`config.mk`:
```
export PLATFORM = sky130hd
export DESIGN_NAME = dmem_arbiter
export DESIGN_NICKNAME = d
export VERILOG_FILES = /design/src/rtl/dmem_arbiter.sv
export SDC_FILE = /design/constraint.sdc
export NUM_CORES = 1
export LEC_CHECK = 0
export CORE_MARGIN = 5
export CORE_UTILIZATION = 25
export CTS_CLUSTER_DIAMETER = 40
export DETAILED_ROUTE_END_ITERATION = 10
export PLACE_DENSITY = 0.66
export SLEW_MARGIN = 20
export SYNTH_ARGS = -nofsm -noshare
export SYNTH_HDL_FRONTEND = slang
export SYNTH_SLANG_ARGS = --single-unit
export TNS_END_PERCENT = 1
```
`constraint.sdc`:
```
create_clock -name clk -period 1.3 [get_ports clk]
set_clock_uncertainty 0.05 [all_clocks]
set_input_delay 0.26 -clock clk [delete_from_list [all_inputs] [get_ports clk]]
set_output_delay 0.26 -clock clk [all_outputs]
set_load 0.005 [all_outputs]
```
`src/rtl/dmem_arbiter.sv`:
```
// Two-port data-memory arbiter: round-robin between the CPU MEM stage (port 0)
// and the loader/debug port (port 1), one transaction per IDLE -> ACCESS -> DONE pass.
module dmem_arbiter (
    input  logic        clk,
    input  logic        rst,
    input  logic        req0,
    input  logic        req1,
    input  logic        we0,
    input  logic        we1,
    input  logic [31:0] addr0,
    input  logic [31:0] addr1,
    input  logic [31:0] wdata0,
    input  logic [31:0] wdata1,
    output logic        gnt0,
    output logic        gnt1,
    output logic        ack0,
    output logic        ack1,
    output logic [31:0] rdata,
    output logic        busy,
    output logic        mem_r,
    output logic        mem_w,
    output logic [31:0] mem_addr,
    output logic [31:0] mem_din,
    input  logic [31:0] mem_dout
);

    typedef enum logic [1:0] {
        IDLE   = 2'd0,
        ACCESS = 2'd1,
        DONE   = 2'd2
    } state_t;

    state_t      state_r;
    state_t      state_nxt_s;
    logic        accept_s;
    logic        win_s;
    logic        sel_we_s;
    logic [31:0] sel_addr_s;
    logic [31:0] sel_wdata_s;

    logic        last_r;
    logic        win_id_r;
    logic        we_r;
    logic        gnt0_r;
    logic        gnt1_r;
    logic        ack0_r;
    logic        ack1_r;
    logic [31:0] rdata_r;
    logic        busy_r;
    logic        mem_rd_r;
    logic        mem_wr_r;
    logic [31:0] mem_addr_r;
    logic [31:0] mem_din_r;

    // Winner selection: a lone requester wins, a tie goes to the port not granted last
    always_comb begin
        win_s = 1'b0;
        if (req0 && req1) begin
            win_s = ~last_r;
        end else if (req1) begin
            win_s = 1'b1;
        end else begin
            win_s = 1'b0;
        end
    end

    // Request fields of the winning port
    always_comb begin
        sel_we_s    = we0;
        sel_addr_s  = addr0;
        sel_wdata_s = wdata0;
        if (win_s) begin
            sel_we_s    = we1;
            sel_addr_s  = addr1;
            sel_wdata_s = wdata1;
        end else begin
            sel_we_s    = we0;
            sel_addr_s  = addr0;
            sel_wdata_s = wdata0;
        end
    end

    // Next-state logic; ACCESS and DONE each last exactly one cycle
    always_comb begin
        state_nxt_s = state_r;
        accept_s    = 1'b0;
        case (state_r)
            IDLE: begin
                if (req0 || req1) begin
                    accept_s    = 1'b1;
                    state_nxt_s = ACCESS;
                end else begin
                    state_nxt_s = IDLE;
                end
            end
            ACCESS:  state_nxt_s = DONE;
            DONE:    state_nxt_s = IDLE;
            default: state_nxt_s = IDLE;
        endcase
    end

    // State register
    always_ff @(posedge clk) begin
        if (rst) begin
            state_r <= IDLE;
        end else begin
            state_r <= state_nxt_s;
        end
    end

    // Transaction latch and round-robin pointer (pointer 1 so port 0 wins the first tie)
    always_ff @(posedge clk) begin
        if (rst) begin
            last_r   <= 1'b1;
            win_id_r <= 1'b0;
            we_r     <= 1'b0;
        end else if (accept_s) begin
            last_r   <= win_s;
            win_id_r <= win_s;
            we_r     <= sel_we_s;
        end else begin
            last_r   <= last_r;
            win_id_r <= win_id_r;
            we_r     <= we_r;
        end
    end

    // Grant and memory-side registers: loaded on IDLE exit so they are live only during ACCESS
    always_ff @(posedge clk) begin
        if (rst) begin
            gnt0_r     <= 1'b0;
            gnt1_r     <= 1'b0;
            mem_rd_r   <= 1'b0;
            mem_wr_r   <= 1'b0;
            mem_addr_r <= 32'd0;
            mem_din_r  <= 32'd0;
        end else if (accept_s) begin
            gnt0_r     <= ~win_s;
            gnt1_r     <= win_s;
            mem_rd_r   <= ~sel_we_s;
            mem_wr_r   <= sel_we_s;
            mem_addr_r <= sel_addr_s;
            mem_din_r  <= sel_wdata_s;
        end else begin
            gnt0_r     <= 1'b0;
            gnt1_r     <= 1'b0;
            mem_rd_r   <= 1'b0;
            mem_wr_r   <= 1'b0;
            mem_addr_r <= 32'd0;
            mem_din_r  <= 32'd0;
        end
    end

    // Completion: ack pulse and read-data capture on the edge leaving DONE
    always_ff @(posedge clk) begin
        if (rst) begin
            ack0_r  <= 1'b0;
            ack1_r  <= 1'b0;
            rdata_r <= 32'd0;
        end else if (state_r == DONE) begin
            ack0_r <= ~win_id_r;
            ack1_r <= win_id_r;
            if (!we_r) begin
                rdata_r <= mem_dout;
            end else begin
                rdata_r <= rdata_r;
            end
        end else begin
            ack0_r  <= 1'b0;
            ack1_r  <= 1'b0;
            rdata_r <= rdata_r;
        end
    end

    // Busy mirrors the registered state being away from IDLE
    always_ff @(posedge clk) begin
        if (rst) begin
            busy_r <= 1'b0;
        end else begin
            busy_r <= (state_nxt_s != IDLE);
        end
    end

    assign gnt0     = gnt0_r;
    assign gnt1     = gnt1_r;
    assign ack0     = ack0_r;
    assign ack1     = ack1_r;
    assign rdata    = rdata_r;
    assign busy     = busy_r;
    assign mem_r    = mem_rd_r;
    assign mem_w    = mem_wr_r;
    assign mem_addr = mem_addr_r;
    assign mem_din  = mem_din_r;

endmodule

```
### After elaboration in Yosys (flattened, before gate mapping)

Index checks and enable logic that the tools add are counted.

* output and inout bits: 103
* bits in registers: 108

* muxes and demuxes: 9
* bitwise logic cells: 7
* reductions and logical operators: 7
* equal/unequal tests: 2

Operators by type and width (number)
* 2-to-1 mux 32 bit: 2
* inverter 1 bit: 7
* 2-to-1 mux 1 bit: 6
* case mux 2 bit (2 select lines): 1
* OR reduction 2 bit: 2
* equality test 2 x 1 -> 1 bit (second input constant): 1
* equality test 2 bit (second input constant): 1
* logical NOT 2 bit: 1
* AND reduction 2 bit: 1
* nonzero test 2 bit: 1
* logical AND 1 bit: 1
* logical OR 1 bit: 1

### Logic depth before layout (Yosys ltp)

Gate-level depths: netlist of run 1.

* depth in word-level cells: 5
* depth in mapped cells: 5

### Least setup slack after synthesis of run 1

Ideal clock, no wire load.

* path kind: register to register
* from: register state_r[1]
* to: register rdata_r[10], in the netlist rdata[10]
* data required time: 1.118 ns
* library setup time: 0.132 ns
* arrival time: 1.159 ns
* path buffers: 2
* cell stages (with the launch flop): 6
* slack: -0.041 ns
* cells stage by stage: dfxtp_1 -> or3b_1 -> clkbuf_1 -> buf_2 -> nand2_1 -> a21oi_1

* longest elaborated chain between the ends: 2

Ends and longest elaborated chain
* from (decl): RTL line 33 `state_t state_r;`
* from (signal assigned): RTL line 107 `state_r <= state_nxt_s;`
* equality test 2 bit: RTL line 160 `end else if (state_r == DONE) begin`
* AND reduction 2 bit (no line)
* to (signal assigned): RTL line 164 `rdata_r <= mem_dout;`
* to (signal assigned): RTL line 166 `rdata_r <= rdata_r;`
* to (signal assigned): RTL line 171 `rdata_r <= rdata_r;`
* to (decl): RTL line 48 `logic [31:0] rdata_r;`

Every way passes these cells.
A chain may end at the register's enable or synchronous reset.

### Worst setup path after layout of run 1

* from: input port rst
* to: register mem_din_r[29], in the netlist mem_din[29]

* longest elaborated chain between the ends: 1

Ends and longest elaborated chain
* from (decl): RTL line 5 `input logic rst,`
* OR reduction 2 bit (no line)
* to (signal assigned): RTL line 143 `mem_din_r <= sel_wdata_s;`
* to (decl): RTL line 53 `logic [31:0] mem_din_r;`

Every way passes these cells.

==> results.tsv, run 1 <==
stage	metric	value	unit
run_status	outcome	finished with violations	
run_status	failing checks	setup timing	
clocking	setup bufs post-CTS	0	
pwr	Reg power frac	0.488	
timing	crit share post-route	1.05	
floorplanning	Die H	128	um
final_layout	Layout area overhead	90.2	%
clocking	Worst-Skew Late Latency	0.34	ns
worst_setup_path	worst r2r dst	rdata[0]	
timing	Final min period	1.37	ns
pwr	Int Pwr	5.69	mW
worst_hold_path	worst hold stages	1	
worst_setup_path	CP cell instances	clkdlybuf4s50_1 -> nor3_4 -> and3b_2 -> buf_12 -> a22o_1	
floorplanning	die width	128	um
synthesis	area leader, netlist	dfxtp_1	
timing	Slew @ Worst Pin	0.371	ns
worst_setup_path	R2R Path Start	state_r[0]	
worst_setup_path	FF-to-FF path depth	5	
grt	vias in the first global route	3511	
floorplanning	# rows	43	
floorplanning	Core Region	13700	um2
detailed_routing	drt drc	0	
clocking	clock-pin slew on the worst setup and hold paths	0.06	ns
final_layout	final core utilization	0.480	
final_layout	register area	2170	um2
placed_design	Post-DP Area	6380	um2
final_layout	Non-Filler Instances	774	
job	max-cap violations	0	
timing	setup ws final	-0.0673	ns
worst_setup_path	r2r setup slk	-0.05	ns
grt	pin count of the biggest net entering global routing	44	
final_layout	Fill cells	1351	
synthesis	post-synthesis cell type count	26	
timing	RSZ-0062 raised after global routing	true	
timing	Max Freq	731	MHz
worst_hold_path	min-delay worst type	register to register	
detailed_routing	DRT iter0 DRCs	70	
detailed_routing	Vias/cell	4.29	
timing	fin. max-slew vios	0	
synthesis	#FFs+latches synth	108	
worst_setup_path	Crit Path Max Fanout	40	
synthesis	Synth warnings	0	
pwr	Design Power	7.32	mW
worst_hold_path	min-delay src	win_id_r	
worst_setup_path	crit path capture type	register	
timing	Final Hold Viols	0	
final_layout	# nets final	755	
synthesis	Seq/Total Area, Yosys	0.625	
pwr	switching portion of total power	0.223	
synthesis	Synth Instances	319	
worst_setup_path	Req. time, crit path	1.48	ns
synthesis	area share of the largest cell type after synthesis	0.625	
floorplanning	starting density of the core	0.252	
timing	# setup viols final	96	
placed_design	post-detail-place hpwl	9740	um
clocking	hold_buf cts	0	
clocking	TritonCTS buffer count	9	
pwr	total power density per cell area	1110	nW/um2
detailed_routing	Post-DRT Antenna Nets	0	
clocking	TritonCTS clock tree	yes	
worst_setup_path	Crit path max-delay family	buffers and inverters	
worst_setup_path	Buf/Inv on CP	2	
grt	Total GRT Usage	0.144	
pwr	clock share of power	0.343	
timing	Fin Setup TNS	-3.04	ns
pwr	Comb pwr share	0.169	
clocking	Clock Path Buffers	2	
placed_design	Placed Instances	758	
detailed_routing	drt wl/cell	15.6	um
final_layout	footprint of the multi-input gates	1170	um2
timing	Worst slew margin	0.753	
detailed_routing	vias	3317	
placed_design	routability congestion estimate from global placement	0.803	
worst_setup_path	CP startpoint	rst	
final_layout	antenna cells	0	
grt	gr ovfl total	0	
synthesis	Syn Nets	485	
detailed_routing	drt pass-1 iters	4	
synthesis	Post-Syn Area	3460	um2
floorplanning	I/O Pins	269	
detailed_routing	drt total wl	12100	um
worst_setup_path	Startpoint Class	primary input	
synthesis	main area contributors after synthesis	dfxtp_1, a22o_1, nand2_1	
worst_setup_path	Crit-path slowest cell	clkdlybuf4s50_1	
clocking	clock sink count	108	
clocking	H-tree Lvls	3	
placed_design	worst setup slack after placement	-0.524	ns
placed_design	port bufs	268	
grt	antenna violations before repair	0	
synthesis	Syn Area/Cell	10.8	um2
pwr	NetSw	1.63	mW
worst_hold_path	hold endpoint	ack0	
final_layout	share of layout cells above drive strength 1	0.0758	
worst_setup_path	CP max stage delay	0.53	ns
grt	first-pass GRT wire length	18400	um
clocking	clk root buf	clkbuf_16	
floorplanning	area of the die	16300	um2
pwr	VDD IR max	0.509	mV
worst_setup_path	Arrival @ worst endpoint	1.55	ns
timing	Min Hold Slack	0.370	ns
final_layout	design area	6580	um2
pwr	static leakage	2.93	nW
worst_setup_path	Setup CP Type	primary input to register	
power groups by stage:
stage | Clock [mW] | Combinational [mW] | Sequential [mW]
2_1_floorplan | 0 | 0.333 | 3.68
3_3_place_gp | 0 | 1.34 | 3.65
3_5_place_dp | 0 | 1.35 | 3.66
4_1_cts | 2.63 | 1.24 | 3.58
5_1_grt | 2.75 | 1.33 | 3.60
6_report | 2.51 | 1.23 | 3.58
cell type report:
| cell class | count | share of cell area |
|---|---|---|
| Multi-Input combinational cell | 185 | 0.179 |
| Tap cell | 180 | 0.0342 |
| Inverter | 1 | 0.000570 |
| Clock buffer | 13 | 0.0380 |
| Sequential cell | 108 | 0.330 |
| Timing Repair Buffer | 284 | 0.415 |
| Clock inverter | 3 | 0.00342 |
cells by family (layout without fill, tap and decap cells):
group / Yosys count / in the layout / share of synthesized area
flip-flops: 108 / 108 / 0.625
AO/OA/AOI/OAI: 102 / 102 / 0.221
AND/OR/NAND/NOR: 82 / 82 / 0.105
buffers and inverters: 26 / 301 / 0.0463
multiplexers: 1 / 1 / 0.00289
repair_timing:
| item | CTS | global route |
|---|---|---|
| resized for setup | 112 | 11 |
| pin swaps | 3 | 5 |
| endpoints found under the setup margin | 201 | 101 |
how the worst max path moves through the flow:
stage | endpoint | slack, ns | depth (start not counted)
finish | mem_din[29] | -0.07 | 5
global route | rdata[7] | -0.11 | 5
CTS | rdata[27] | -0.09 | 5
detailed placement | mem_addr[2] | -0.52 | 5
global placement | mem_addr[28] | -0.52 | 5
floorplan | mem_addr[0] | -0.02 | 5
registers in the layout (all words and copies together) (netlist names), 2 cells and up:
name	count
mem_addr	32
mem_din	32
rdata	32
state_r	2
synthesized netlist by cell type:
cell type / count
a211oi_1: 1
a21boi_1: 1
a21o_1: 1
a21oi_1: 33
a221o_1: 1
a22o_1: 64
and2_1: 2
and3b_1: 1
buf_2: 11
buf_4: 3
buf_6: 5
clkbuf_1: 6
dfxtp_1: 108
inv_1: 1
mux2i_1: 1
nand2_1: 66
nand2b_1: 2
nor2_1: 3
nor2b_1: 2
nor3_1: 1
nor3_4: 1
nor3b_1: 1
nor3b_2: 1
o21bai_1: 1
or2_1: 1
or3b_1: 1
cells in the final DEF (no fill, tap or decap), types with 2 or more instances in the layout:
cell type	count
clkdlybuf4s50_1	164
dlygate4sd2_1	103
dfxtp_1	102
nand2_1	66
a22o_1	64
a21oi_1	31
clkbuf_16	9
buf_4	8
dfxtp_2	6
buf_6	4
nor2_1	3
clkbuf_1	3
buf_12	3
a21oi_2	2
nand2b_1	2
clkinv_4	2
layer usage:
metal,global-route usage,up-vias,part of all wire
met5,0,-,0
met4,0.0599,0,0.019
met3,0.0539,16,0.098
met2,0.244,154,0.50
met1,0.162,1487,0.39
li1,-,1660,-
Power figures use the tool's default switching activity.
==> inputs of run 2 (changes only) <==
--- a/config.mk
+++ b/config.mk
@@ -6,10 +6,10 @@
 export NUM_CORES = 1
 export LEC_CHECK = 0
 export CORE_MARGIN = 5
-export CORE_UTILIZATION = 25
+export CORE_UTILIZATION = 30
 export CTS_CLUSTER_DIAMETER = 40
 export DETAILED_ROUTE_END_ITERATION = 10
-export PLACE_DENSITY = 0.66
+export PLACE_DENSITY = 0.76
 export SLEW_MARGIN = 20
 export SYNTH_ARGS = -nofsm -noshare
 export SYNTH_HDL_FRONTEND = slang
==> results.tsv, run 2 (synthesized netlist as in run 1, its figures left out) <==
stage	metric	value	unit	change
worst_setup_path	worst r2r dst	mem_din[8]		
grt	first-pass GRT wire length	19100	um	+4.2%
floorplanning	area of the die	13800	um2	-15%
timing	crit share post-route	1.04		-0.0140
final_layout	most common cell after layout, fill and taps aside	clkdlybuf4s50_1		
clocking	TritonCTS buffer count	9		unchanged
floorplanning	starting density of the core	0.304		+0.0521
final_layout	final core utilization	0.581		+0.101
final_layout	design area	6600	um2	+0.36%
timing	Final Hold Viols	0		unchanged
worst_setup_path	CP max stage delay	0.36	ns	-0.17 ns
detailed_routing	Post-DRT Antenna Nets	0		unchanged
grt	antenna violations before repair	0		unchanged
floorplanning	# rows	39		-9.3%
detailed_routing	Vias/cell	4.64		+8.2%
detailed_routing	DRT iter0 DRCs	111		+59%
detailed_routing	drt pass-1 iters	6		+2
placed_design	Placed Instances	723		-4.6%
worst_setup_path	R2R Path Start	last_r		
floorplanning	die width	117	um	-8.0%
worst_setup_path	crit path capture type	register		
placed_design	Post-DP Area	6370	um2	about the same
floorplanning	Die H	117	um	-8.0%
clocking	clock-pin slew on the worst setup and hold paths	0.06	ns	about the same
timing	Final min period	1.35	ns	-0.0183 ns
grt	vias in the first global route	3650		+4.0%
worst_setup_path	Startpoint Class	register		
clocking	TritonCTS clock tree	yes		
final_layout	most frequent cells in the layout	clkdlybuf4s50_1, dfxtp_1, dlygate4sd2_1, nand2_1, a22o_1		
pwr	Comb pwr share	0.169		about the same
clocking	setup bufs post-CTS	0		unchanged
pwr	static leakage	2.96	nW	+1.3%
timing	Fin Setup TNS	-0.173	ns	+2.86 ns
clocking	clk root buf	clkbuf_16		
final_layout	Layout area overhead	90.9	%	
worst_setup_path	Crit path max-delay family	simple AND/OR/NAND/NOR gates		
final_layout	# nets final	757		+0.26%
final_layout	Non-Filler Instances	738		-4.7%
clocking	Clock Path Buffers	2		unchanged
detailed_routing	vias	3422		+3.2%
worst_setup_path	Arrival @ worst endpoint	1.51	ns	-0.04 ns
worst_setup_path	Buf/Inv on CP	1		-1
pwr	switching portion of total power	0.214		-0.00890
pwr	Design Power	7.48	mW	+2.1%
timing	# setup viols final	18		-81%
worst_setup_path	FF-to-FF path depth	4		-1
pwr	NetSw	1.60	mW	-2.0%
placed_design	worst setup slack after placement	-0.499	ns	+0.0259 ns
pwr	Reg power frac	0.479		-0.009
placed_design	port bufs	268		unchanged
worst_setup_path	Setup CP Type	register to register		
detailed_routing	drt drc	0		unchanged
timing	Worst slew margin	0.700		-0.0529
final_layout	share of layout cells above drive strength 1	0.0840		+0.00828
detailed_routing	drt wl/cell	16.8	um	+7.7%
clocking	Worst-Skew Late Latency	0.33	ns	about the same
worst_setup_path	r2r setup slk	-0.05	ns	about the same
worst_setup_path	Req. time, crit path	1.47	ns	about the same
job	max-cap violations	0		unchanged
timing	Min Hold Slack	0.389	ns	+0.0190 ns
clocking	clock sink count	108		unchanged
clocking	H-tree Lvls	3		unchanged
placed_design	post-detail-place hpwl	10000	um	+2.9%
pwr	VDD IR max	0.795	mV	+56%
pwr	total power density per cell area	1130	nW/um2	+1.7%
grt	Total GRT Usage	0.172		+0.0284
worst_setup_path	CP cell instances	nor2b_4 -> and3b_2 -> buf_12 -> a22o_1		
run_status	outcome	finished with violations		
worst_setup_path	Crit Path Max Fanout	30		-25%
worst_setup_path	Crit-path slowest cell	dfxtp_1		
worst_hold_path	min-delay worst type	register to register		
timing	Max Freq	741	MHz	+1.4%
grt	gr ovfl total	0		unchanged
timing	RSZ-0062 raised after global routing	true		
pwr	Int Pwr	5.88	mW	+3.3%
timing	Slew @ Worst Pin	0.450	ns	+0.0793 ns
worst_setup_path	Stages on worst setup path	4		-1
timing	fin. max-slew vios	0		unchanged
run_status	failing checks	setup timing		
final_layout	antenna cells	0		unchanged
worst_setup_path	CP startpoint	last_r		
grt	pin count of the biggest net entering global routing	38		-14%
pwr	clock share of power	0.353		+0.010
worst_setup_path	crit path to	mem_din[8]		
floorplanning	Core Region	11400	um2	-17%
timing	setup ws final	-0.0490	ns	+0.0183 ns
placed_design	routability congestion estimate from global placement	0.780		-2.9%
floorplanning	I/O Pins	269		unchanged
detailed_routing	drt total wl	12400	um	+2.7%
[run 2: layout make-up]
class                   count  area (um2)
fillers                   997        4770
clock inverters             2        35.0
inverters                   1        3.75
multi-input cells         185        1200
well taps                 143         179
clock buffers              13         250
flip-flops and latches    108        2170
repair buffers            286        2760
[run 2: worst min-delay path by stage]
stage | startpoint | slack [ns] | endpoint | cells after the start
5_1_grt | win_id_r | 0.40 | ack0 | 1
3_5_place_dp | win_id_r | 0.38 | ack0 | 1
2_1_floorplan | addr1[0] | 0.34 | mem_addr[0] | 1
3_3_place_gp | win_id_r | 0.36 | ack0 | 1
6_report | win_id_r | 0.39 | ack0 | 1
4_1_cts | win_id_r | 0.40 | ack0 | 1
[run 2: what timing repair did]
action                     4_1_cts  5_1_grt
pin swaps                       56        4
hold buffers                     0        0
setup endpoints to repair      177      102
resized for setup              111       14
[run 2: worst reg2reg max path: stages, from the launching register on]
cell and delay [ns]:
dfxtp_1 0.36, nor2b_4 0.12, and3b_2 0.26, buf_12 0.18
a22o_1 0.27
[run 2: layer usage]
layer	track usage	wire length (um)	vias up
met5	0	0	-
met4	0.0544	250	0
met3	0.0707	1110	18
met2	0.307	6440	160
met1	0.184	4610	1587
li1	-	-	1657
[run 2: power groups by stage]
stage | sequential, mW | combinational, mW | clock [mW]
final | 3.58 | 1.26 | 2.64
after global routing | 3.60 | 1.35 | 2.87
after CTS | 3.58 | 1.25 | 2.72
after detailed placement | 3.66 | 1.38 | 0
after global placement | 3.65 | 1.35 | 0
after floorplan | 3.68 | 0.333 | 0
==> inputs of run 3 (changes only) <==
--- a/config.mk
+++ b/config.mk
@@ -5,11 +5,11 @@
 export SDC_FILE = /design/constraint.sdc
 export NUM_CORES = 1
 export LEC_CHECK = 0
-export CORE_MARGIN = 5
-export CORE_UTILIZATION = 30
+export CORE_AREA = 5 5 102 104
 export CTS_CLUSTER_DIAMETER = 40
 export DETAILED_ROUTE_END_ITERATION = 10
-export PLACE_DENSITY = 0.76
+export DIE_AREA = 0 0 107 109
+export DONT_BUFFER_PORTS = 1
 export SLEW_MARGIN = 20
 export SYNTH_ARGS = -nofsm -noshare
 export SYNTH_HDL_FRONTEND = slang
==> results.tsv, run 3 <==
stage	metric	value	unit	change
run_status	outcome	did not finish		
placed_design	Post-DP Area	3600	um2	-43%
floorplanning	# rows	36		-7.7%
clocking	H-tree Lvls	3		unchanged
floorplanning	Die H	109	um	-7.1%
synthesis	area share of the largest cell type after synthesis	0.625		unchanged
clocking	post-CTS sizing	1		-99%
synthesis	Post-Syn Area	3460	um2	unchanged
synthesis	post-synthesis cell type count	26		unchanged
clocking	Clock Path Buffers	2		unchanged
floorplanning	I/O Pins	269		unchanged
synthesis	Synth warnings	0		unchanged
synthesis	most used flip-flop cell after synthesis	dfxtp_1		
run_status	Last stage	clock tree synthesis (4_1_cts)		
placed_design	port bufs	0		-100%
synthesis	Synth Instances	319		unchanged
synthesis	Syn Area/Cell	10.8	um2	unchanged
floorplanning	starting density of the core	0.366		+0.0615
clocking	setup bufs post-CTS	0		unchanged
run_status	Error	[ERROR RSZ-0060] Max buffer count reached.		
synthesis	main area contributors after synthesis	dfxtp_1, a22o_1, nand2_1		
placed_design	worst setup slack after placement	-0.0463	ns	+0.452 ns
clocking	hold_buf cts	101		+101
floorplanning	die width	107	um	-8.8%
clocking	clock sink count	108		unchanged
synthesis	#FFs+latches synth	108		unchanged
synthesis	count leader, synth	dfxtp_1		
synthesis	area leader, netlist	dfxtp_1		
synthesis	Syn Nets	485		unchanged
synthesis	synth cell count leaders	dfxtp_1, nand2_1, a22o_1		
synthesis	EDFF count, synth	0		unchanged
clocking	TritonCTS buffer count	9		unchanged
synthesis	Seq/Total Area, Yosys	0.625		unchanged
placed_design	post-detail-place hpwl	7190	um	-28%
placed_design	routability congestion estimate from global placement	0.725		-7.0%
clocking	clk root buf	clkbuf_8		
synthesis	Post-synth ARST share	0		unchanged
-- run 3: cell counts after synthesis --
Identical to the previous run, type by type.
-- run 3: cell families after synthesis --
kind of cell / after synthesis / share of synthesized area
buffers and inverters: 26 / 0.0463
flip-flops: 108 / 0.625
AO/OA/AOI/OAI: 102 / 0.221
multiplexers: 1 / 0.00289
AND/OR/NAND/NOR: 82 / 0.105
-- run 3: through the flow --
| stage | hold WS [ns] | std cells |
|---|---|---|
| 3_3_place_gp | 0.283 | 421 |
| 3_5_place_dp | 0.285 | 421 |
| 2_1_floorplan | 0.335 | 319 |
==> inputs of run 4 (changes only) <==
--- a/config.mk
+++ b/config.mk
@@ -5,11 +5,11 @@
 export SDC_FILE = /design/constraint.sdc
 export NUM_CORES = 1
 export LEC_CHECK = 0
-export CORE_AREA = 5 5 102 104
-export CTS_CLUSTER_DIAMETER = 40
+export CORE_MARGIN = 5
+export CORE_UTILIZATION = 30
 export DETAILED_ROUTE_END_ITERATION = 10
-export DIE_AREA = 0 0 107 109
 export DONT_BUFFER_PORTS = 1
+export PLACE_DENSITY_LB_ADDON = 0.15
 export SLEW_MARGIN = 20
 export SYNTH_ARGS = -nofsm -noshare
 export SYNTH_HDL_FRONTEND = slang
==> constraint.sdc (replaced) <==
create_clock -name clk -period 1.7 [get_ports clk]
set_clock_uncertainty 0.05 [all_clocks]
set_input_delay 0.34 -clock clk [delete_from_list [all_inputs] [get_ports clk]]
set_output_delay 0.34 -clock clk [all_outputs]
set_load 0.005 [all_outputs]
==> results.tsv, run 4 (synthesized netlist as in run 1, its figures left out) <==
stage	metric	value	unit	change
grt	pin count of the biggest net entering global routing	67		
final_layout	most common cell after layout, fill and taps aside	dfxtp_1		
floorplanning	# rows	39		+8.3%
pwr	total power density per cell area	1320	nW/um2	
pwr	static leakage	1.46	nW	
placed_design	post-detail-place hpwl	7120	um	-0.95%
worst_setup_path	Stages on worst setup path	4		
worst_hold_path	min-delay worst type	primary input to register		
final_layout	footprint of the multi-input gates	1150	um2	
clocking	Clock Path Buffers	2		unchanged
timing	Final min period	1.46	ns	
timing	RSZ-0062 raised after global routing	false		
timing	Slew @ Worst Pin	0.759	ns	
clocking	Worst-Skew Late Latency	0.33	ns	
worst_setup_path	worst r2r dst	rdata[2]		
pwr	Reg power frac	0.538		
timing	fin. max-slew vios	0		
detailed_routing	vias	2353		
worst_setup_path	Buf/Inv on CP	1		
clocking	post-CTS sizing	0		-1
worst_setup_path	Crit path max-delay family	simple AND/OR/NAND/NOR gates		
worst_setup_path	crit path to	rdata[2]		
final_layout	Layout area overhead	13.2	%	
grt	first-pass GRT wire length	13700	um	
floorplanning	starting density of the core	0.304		-0.0615
clocking	clock sink count	108		unchanged
final_layout	Fill cells	1156		
final_layout	design area	3920	um2	
job	max-cap violations	0		
grt	gr ovfl total	0		
timing	Fin Setup TNS	0	ns	
final_layout	register area	2160	um2	
final_layout	share of layout cells above drive strength 1	0.0786		
worst_setup_path	CP startpoint	state_r[1]		
worst_setup_path	Setup CP Type	register to register		
worst_setup_path	Crit-path slowest cell	dfxtp_1		
timing	crit share post-route	0.857		
worst_setup_path	Arrival @ worst endpoint	1.60	ns	
pwr	switching portion of total power	0.223		
pwr	NetSw	1.16	mW	
grt	antenna violations before repair	0		
floorplanning	area of the die	13800	um2	
worst_setup_path	Req. time, crit path	1.84	ns	
timing	Final Hold Viols	0		
final_layout	Non-Filler Instances	461		
pwr	Int Pwr	4.03	mW	
placed_design	Placed Instances	442		+5.0%
detailed_routing	drt drc	0		
pwr	VDD IR max	0.478	mV	
timing	# setup viols final	0		
timing	Max Freq	686	MHz	
detailed_routing	DRT iter0 DRCs	102		
worst_setup_path	CP max stage delay	0.46	ns	
detailed_routing	drt pass-1 iters	4		
floorplanning	Die H	117	um	+7.7%
clocking	TritonCTS buffer count	9		unchanged
pwr	Comb pwr share	0.057		
detailed_routing	drt total wl	9370	um	
detailed_routing	Post-DRT Antenna Nets	0		
worst_setup_path	Startpoint Class	register		
worst_setup_path	CP cell instances	or3b_1 -> buf_4 -> nand2_1 -> a21oi_1		
clocking	clk root buf	clkbuf_16		
run_status	outcome	finished, final reports clean		
worst_setup_path	FF-to-FF path depth	4		
worst_setup_path	Crit Path Max Fanout	32		
detailed_routing	Vias/cell	5.10		
detailed_routing	drt wl/cell	20.3	um	
grt	Total GRT Usage	0.128		
floorplanning	die width	117	um	+9.7%
floorplanning	Core Region	11400	um2	
final_layout	antenna cells	0		
clocking	H-tree Lvls	3		unchanged
clocking	clock-pin slew on the worst setup and hold paths	0.07	ns	
placed_design	routability congestion estimate from global placement	0.798		+10%
placed_design	Post-DP Area	3580	um2	-0.69%
floorplanning	I/O Pins	269		unchanged
grt	vias in the first global route	2334		
worst_setup_path	R2R Path Start	state_r[1]		
placed_design	port bufs	0		unchanged
final_layout	most frequent cells in the layout	dfxtp_1, nand2_1, a22o_1, a21oi_1, clkbuf_16		
worst_setup_path	r2r setup slk	0.24	ns	
final_layout	# nets final	479		
timing	Worst slew margin	0.492		
pwr	clock share of power	0.405		
worst_setup_path	crit path capture type	register		
clocking	TritonCTS clock tree	yes		
run 4: cell type report:
class                      instances  share of cell area
tap                              143              0.0457
multi-input combinational        185               0.293
timing repair buffer               8              0.0300
clock inverter                     6              0.0179
clock buffer                      10              0.0610
sequential                       108               0.552
inverter                           1            0.000958
run 4: how the worst min path moves through the flow:
stage	from	endpoint	slack (ns)	cells after the start
5_1_grt	rst	rdata[17]	0.003	1
6_report	rst	rdata[17]	0.02	1
3_3_place_gp	win_id_r	ack0	0.36	1
2_1_floorplan	win_id_r	ack0	0.35	1
4_1_cts	rst	ack0	0.00001	1
3_5_place_dp	win_id_r	ack0	0.36	1
run 4: power groups by stage:
stage	clock (mW)	combinational, mW	sequential [mW]
2_1_floorplan	0	0.255	2.81
3_3_place_gp	0	0.281	2.86
3_5_place_dp	0	0.288	2.86
4_1_cts	2.20	0.298	2.80
5_1_grt	2.31	0.331	2.81
6_report	2.10	0.296	2.79
run 4: through the flow:
step	setup WS, ns	hold slack (ns)	power (mW)	utilization
floorplan	0.359	0.351	3.07	-
global placement	0.276	0.362	3.14	0.315
finish	0.243	0.0246	5.19	0.345
global route	0.134	0.00307	5.45	0.345
CTS	0.228	0.0000142	5.30	0.344
detailed placement	0.262	0.365	3.14	0.315
run 4: timing repair:
action                                  4_1_cts  5_1_grt
endpoints found under the hold margin        21        2
setup buffers                                 0        0
endpoints found under the setup margin        0        0
hold buffers                                  2        1
run 4: worst reg2reg max path, cell delays in order (launching register included):
cell and delay, ns:
dfxtp_1 0.46, or3b_1 0.38, buf_4 0.25, nand2_1 0.12, a21oi_1 0.06
run 4: layer usage:
| metal | GRT usage | share of wire |
|---|---|---|
| met1 | 0.133 | 0.35 |
| met4 | 0.0660 | 0.021 |
| met5 | 0 | 0 |
| met2 | 0.213 | 0.51 |
| met3 | 0.0611 | 0.12 |
